$ cat config.mk
export PLATFORM = sky130hd
export DESIGN_NAME = imem_port_arbiter
export DESIGN_NICKNAME = d
export VERILOG_FILES = /design/src/rtl/imem_port_arbiter.sv
export SDC_FILE = /design/constraint.sdc
export NUM_CORES = 1
export LEC_CHECK = 0
export BUFFER_PORTS_ARGS = -buffer_cell sky130_fd_sc_hd__buf_4
export CORE_MARGIN = 3
export CORE_UTILIZATION = 44
export CTS_BUF_LIST = sky130_fd_sc_hd__clkbuf_4 sky130_fd_sc_hd__clkbuf_8
export DETAILED_ROUTE_END_ITERATION = 10
export GPL_TIMING_DRIVEN = 0
export HOLD_SLACK_MARGIN = 0.05
export PLACE_DENSITY = 0.92
export SLEW_MARGIN = 20
export SYNTH_ARGS = -nofsm -noshare
export SYNTH_HDL_FRONTEND = slang
export SYNTH_SLANG_ARGS = --single-unit
$ cat constraint.sdc
create_clock -name clk -period 2.03 [get_ports clk]
set_input_delay 0.406 -clock clk [delete_from_list [all_inputs] [get_ports clk]]
set_output_delay 0.406 -clock clk [all_outputs]
set_load 0.01 [all_outputs]
$ cat src/rtl/imem_port_arbiter.sv
// imem_port_arbiter: shares one single-port memory between IF and data requesters.
// Data has priority; IF is forced through after STARVE_MAX consecutive lost cycles.
module imem_port_arbiter #(
    parameter int ADDR_W     = 6,
    parameter int DATA_W     = 32,
    parameter int STARVE_MAX = 3
) (
    input  logic              clk,
    input  logic              rst,
    input  logic              if_req,
    input  logic [ADDR_W-1:0] if_addr,
    output logic              if_gnt,
    output logic [DATA_W-1:0] if_rdata,
    output logic              if_rvalid,
    input  logic              d_req,
    input  logic              d_we,
    input  logic [ADDR_W-1:0] d_addr,
    input  logic [DATA_W-1:0] d_wdata,
    output logic              d_gnt,
    output logic [DATA_W-1:0] d_rdata,
    output logic              d_rvalid,
    output logic              stall_if,
    output logic [ADDR_W-1:0] mem_addr,
    output logic              mem_we,
    output logic [DATA_W-1:0] mem_wdata,
    input  logic [DATA_W-1:0] mem_rdata
);
    localparam int CW = $clog2(STARVE_MAX + 1);
    localparam logic [CW-1:0] SMAX = CW'(STARVE_MAX);

    typedef enum logic [1:0] {OWN_NONE, OWN_IF, OWN_DLOAD} owner_t;

    owner_t        owner, owner_nxt;
    logic [CW-1:0] starve_cnt;
    logic          if_starved;

    // rst gates the grants so nothing reaches the memory while reset is held
    always_comb begin
        if_starved = if_req && starve_cnt == SMAX;
        d_gnt      = rst && d_req && !if_starved;
        if_gnt     = rst && if_req && !d_gnt;
        stall_if   = rst && if_req && !if_gnt;
        mem_we     = d_gnt && d_we;
        mem_addr   = if_gnt ? if_addr : d_gnt ? d_addr : '0;
        mem_wdata  = d_gnt ? d_wdata : '0;
        owner_nxt  = if_gnt ? OWN_IF : (d_gnt && !d_we) ? OWN_DLOAD : OWN_NONE;
    end

    always_ff @(posedge clk or negedge rst) begin
        if (!rst)
            owner <= OWN_NONE;
        else
            owner <= owner_nxt;
    end

    always_ff @(posedge clk or negedge rst) begin
        if (!rst) begin
            starve_cnt <= '0;
            if_rdata   <= '0;
            d_rdata    <= '0;
        end else begin
            starve_cnt <= (if_req && !if_gnt) ? ((starve_cnt == SMAX) ? starve_cnt : starve_cnt + 1'b1) : '0;
            if (if_gnt)
                if_rdata <= mem_rdata;
            if (d_gnt && !d_we)
                d_rdata <= mem_rdata;
        end
    end

    assign if_rvalid = owner == OWN_IF;
    assign d_rvalid  = owner == OWN_DLOAD;
endmodule

## Yosys cells after proc, flatten, opt, wreduce, memory -nomap -nowiden

Cells that the tools add are included.

- Flip-flop bits (word level): 68
- Input bits: 81
- Output and inout port bits: 108
- Logic and storage cells: 29

- Add/sub/neg operators: 1
- Eq/ne operators: 4
- Multiplexer cells: 7
- Reductions and logical operators: 13

Operators with widths:

| operator | number |
|---|---|
| two-way mux 32 bit | 1 |
| two-way mux 6 bit | 2 |
| logical AND 1 bit | 9 |
| two-way mux 2 bit | 4 |
| == test 2 bit (second input constant) | 2 |
| zero test 1 bit | 4 |
| adder 2 x 1 -> 2 bit (second input constant) | 1 |
| == test 2 x 1 -> 1 bit (second input constant) | 1 |
| inequality test 2 bit (second input constant) | 1 |

## Longest topological paths before layout

- Word-level depth: 9
- Depth in mapped cells: 7
- Depth with buffers taken out: 4

## Least setup slack after synthesis

OpenSTA, ideal clock, no wires.

- Kind: register to output
- Start point: reg starve_cnt[0]
- End point: out mem_addr[0]
- Data arrival time: 1499 ps
- Required time: 1624 ps
- Setup slack: 125 ps
- Stages on the path, launching flop included: 8
- Path buffers: 3
- Cell sequence: dfrtp_1 -> ha_1 -> buf_6 -> nand2b_4 -> and3_4 -> buf_6 -> buf_6 -> a22o_1

- Cells in the longest elaborated chain, start to end: 7
- Elaborated cells between the ends (all ways): 8
- Classes of those cells: eq/ne (1); mux (2); reduce/logical (5)

Ends and longest elaborated chain:

| item | line | RTL |
|---|---|---|
| start: declaration | 34 | `logic [CW-1:0] starve_cnt;` |
| start signal: assignment | 62 | `starve_cnt <= (if_req && !if_gnt) ? ((starve_cnt == SMAX) ? starve_cnt : starve_cnt + 1'b1) : '0;` |
| == test 2 bit | 39 | `if_starved = if_req && starve_cnt == SMAX;` |
| logical AND 1 bit | 39 |  |
| zero test 1 bit | 40 | `d_gnt = rst && d_req && !if_starved;` |
| logical AND 1 bit | 40 |  |
| zero test 1 bit | 41 | `if_gnt = rst && if_req && !d_gnt;` |
| logical AND 1 bit | 41 |  |
| net if_gnt | 12 | `output logic if_gnt,` |
| two-way mux 6 bit | 44 | `mem_addr = if_gnt ? if_addr : d_gnt ? d_addr : '0;` |
| end: declaration | 23 | `output logic [ADDR_W-1:0] mem_addr,` |

The timed path passes the listed nets, and every way through them passes these cells.

## Worst setup path in the final report

- Start point: reg starve_cnt[0]
- End point: out mem_addr[5]

- Cells in the longest elaborated chain, start to end: 7
- Elaborated cells between the ends (all ways): 8
- Classes of those cells: eq/ne (1); mux (2); reduce/logical (5)

Ends and longest elaborated chain:

| item | line |
|---|---|
| == test 2 bit (*) | 39 |
| logical AND 1 bit (*) | 39 |
| zero test 1 bit (*) | 40 |
| logical AND 1 bit (*) | 40 |
| zero test 1 bit | 41 |
| logical AND 1 bit | 41 |
| two-way mux 6 bit (*) | 44 |

Every way passes the cells marked *; elsewhere a longest branch is shown, timed or not.

==> out/results.ini <==
[global_routing]
grt-ovfl-total = 0
track_usage = 0.225
grt_pass1_wl_mm = 12.8
grt_pass1_vias = 2552
grt_max_degree = 73
antenna_found_initial = 0

[synthesis]
synth-edff-count = 0
ys.flop_type = dfrtp_1
synth_top_cells_by_count = dfrtp_1 (68), mux2_2 (63), and2_1 (36)
synth-async-reset-ratio = 1.00
yosysTopAreaCell = dfrtp_1
syn-num-nets = 281
ys_types = 20
ys_top_cells_by_area = dfrtp_1 (58%), mux2_2 (24%), and2_1 (7.7%)
syn_area_per_cell_um2 = 14.6
seq_area_frac_synth = 0.585
synth_cells = 199
yosys_warnings = 0
synth.most_common_cell = dfrtp_1
synthesis.area_mm2 = 0.00291
ys_seq_elements = 68
yosys.area.top_type_share = 0.585

[setup_path]
reg2regPathDepth = 5
crit_path_end_kind = primary output
cpPeakStageDelay_ns = 0.44
cp_max_fo = 5
cp.arrival_ns = 1.78
cp.depth = 6
cpMaxStageDelayCell = dfrtp_1
required_ns = 1.62
path_buf_inv = 2
cp_cell_sequence = ha_4 -> nand2b_4 -> and3_4 -> buf_8 -> a22o_1 -> buf_6
critPathLaunchType = register
criticalPathCategory = reg2out
crit_family = flip-flops

[clock_tree]
cts-root-buf = clkbuf_8
cts_buffers = 9
insertion_delay_ns = 0.34
clockBufferDepth = 2
cts_tree = yes
path_clk_slew_ns = 0.07
h-tree-depth = 3
cts.sink_count = 68

[timing]
finalHoldViolations = 0
setup_tns_ns = -3.16
drv_slew = 0
rsz0062_at_grt = true
fin_crit_ns = 2.19
fin_crit_sh = 1.08
worst_slack_ns = -0.161
max_freq_mhz = 457
tightest_slew_ns = 0.516
finClkSkew_ns = 0.00980
maxSlewHeadroom = 0.655
setup-violations-final = 41

[power]
pwr_density_cell_mw_per_mm2 = 790
p_total_mw = 4.02
p_leak_nw = 2.50
peakVddDrop_v = 0.000629

[placement]
dp_hpwl_mm = 6.54
port_buffers = 188
postPlaceCellArea_mm2 = 0.00442
gp_congestion = 0.761

[routing]
viasPerCell = 5.16
drt_wl_total_mm = 10.4
routedWlPerCell_um = 20.9
drc = 0
vias = 2566
first_pass_iters = 4
drt_iter0_markers = 75
antenna_violating_nets_post_route = 0

[worst_hold_path]
whs_path_depth = 2
hold_class = in2reg

[final_layout]
antenna_cells = 0
area_growth_pct = 74.7
finish.instance_area_mm2 = 0.00508
nets = 498
layout-drive-gt1-share = 0.764

[floorplanning]
core_mm2 = 0.00639
start_util = 0.456
die_w_um = 87.3
dieArea_mm2 = 0.00763
row_count = 29
die_h_um = 87.3
io_pins = 189

[job]
maxCapViolCount = 0

[status]
status = finished with violations
violations = setup timing

==> path summary, 6_finish.rpt <==
path | startpoint | end | slack, ns
setup / recovery | starve_cnt[0]$_DFFE_PN0P_ | mem_addr[5] | -0.16
min in group asynchronous | rst | d_rdata[3]$_DFFE_PN0P_ | 0.56
hold / removal | mem_rdata[3] | d_rdata[3]$_DFFE_PN0P_ | 0.31
hold reg to reg | d_rdata[11]$_DFFE_PN0P_ | d_rdata[11]$_DFFE_PN0P_ | 0.51
setup reg to reg | starve_cnt[0]$_DFFE_PN0P_ | d_rdata[22]$_DFFE_PN0P_ | 0.03
max in group asynchronous | rst | d_rdata[14]$_DFFE_PN0P_ | 1.21
==> metrics by stage <==
| step | hold WS, ns | utilization | std cells | setup WS (ns) |
|---|---|---|---|---|
| 5_1_grt | 0.296 | 0.796 | 497 | -0.211 |
| 3_3_place_gp | 0.473 | 0.692 | 464 | -0.718 |
| 2_1_floorplan | 0.110 | - | 199 | 0.125 |
| 4_1_cts | -0.0493 | 0.750 | 486 | -0.115 |
| 6_report | 0.307 | 0.796 | 497 | -0.161 |
| 3_5_place_dp | 0.497 | 0.692 | 464 | -0.766 |
==> state kept, by name, summed over array words and instances, names as in the netlist <==
| register | cells |
|---|---|
| starve_cnt | 2 |
| if_rdata | 32 |
| d_rdata | 32 |
| owner | 2 |
==> layer usage <==
metal	vias to the layer above	part of all wire	wire, um	global-route usage
li1	1121	-	-	-
met1	1268	0.33	3400	0.230
met2	146	0.54	5590	0.405
met3	31	0.098	1010	0.0842
met4	0	0.037	380	0.0962
met5	-	0	0	0
==> final cells by class <==
class / count / area (um^2)
multi-input combinational: 119 / 1190
timing repair buffer: 208 / 1820
sequential: 68 / 1700
tap: 77 / 96.3
buffer: 10 / 115
fill: 358 / 1300
clock buffer: 10 / 131
clock inverter: 5 / 30.0
==> cell usage in the layout (no fill, tap or decap), drive strengths merged <==
cell / instances
ha: 1
clkinvlp: 2
nand2: 1
and3: 1
a22o: 6
clkinv: 3
mux2i: 1
nand3b: 1
clkbuf: 15
and2: 36
dfrtp: 68
o22ai: 1
nor2b: 2
dlygate4sd3: 2
o21ai: 1
a21oi: 1
mux2: 64
a211oi: 1
buf: 211
nand2b: 1
xor2: 1
==> repair_timing <==
| action | CTS | global route |
|---|---|---|
| endpoints found under the hold margin | 68 | 68 |
| gates cloned | 1 | 6 |
| setup buffers | 8 | 3 |
| pin swaps | 9 | 13 |
| gates resized for setup | 44 | 34 |
| setup endpoints to repair | 74 | 40 |
==> power by group <==
| part | switching, mW | internal [mW] | leakage [nW] |
|---|---|---|---|
| clock | 0.490 | 0.443 | 0.0813 |
| combinational | 0.516 | 0.797 | 1.61 |
| sequential | 0.151 | 1.62 | 0.810 |
| total | 1.16 | 2.86 | 2.50 |
==> logic make-up (layout without fill, tap and decap cells) <==
family	after synthesis	count (layout)	synth area share
mux	65	65	0.251
compound gates	10	10	0.0305
xor+xnor	1	1	0.00301
flops	68	68	0.585
simple gates	42	42	0.0942
fa+ha+maj	1	1	0.00430
buf+inv	12	233	0.0322
No activity file was read; power rests on OpenSTA's default activity.
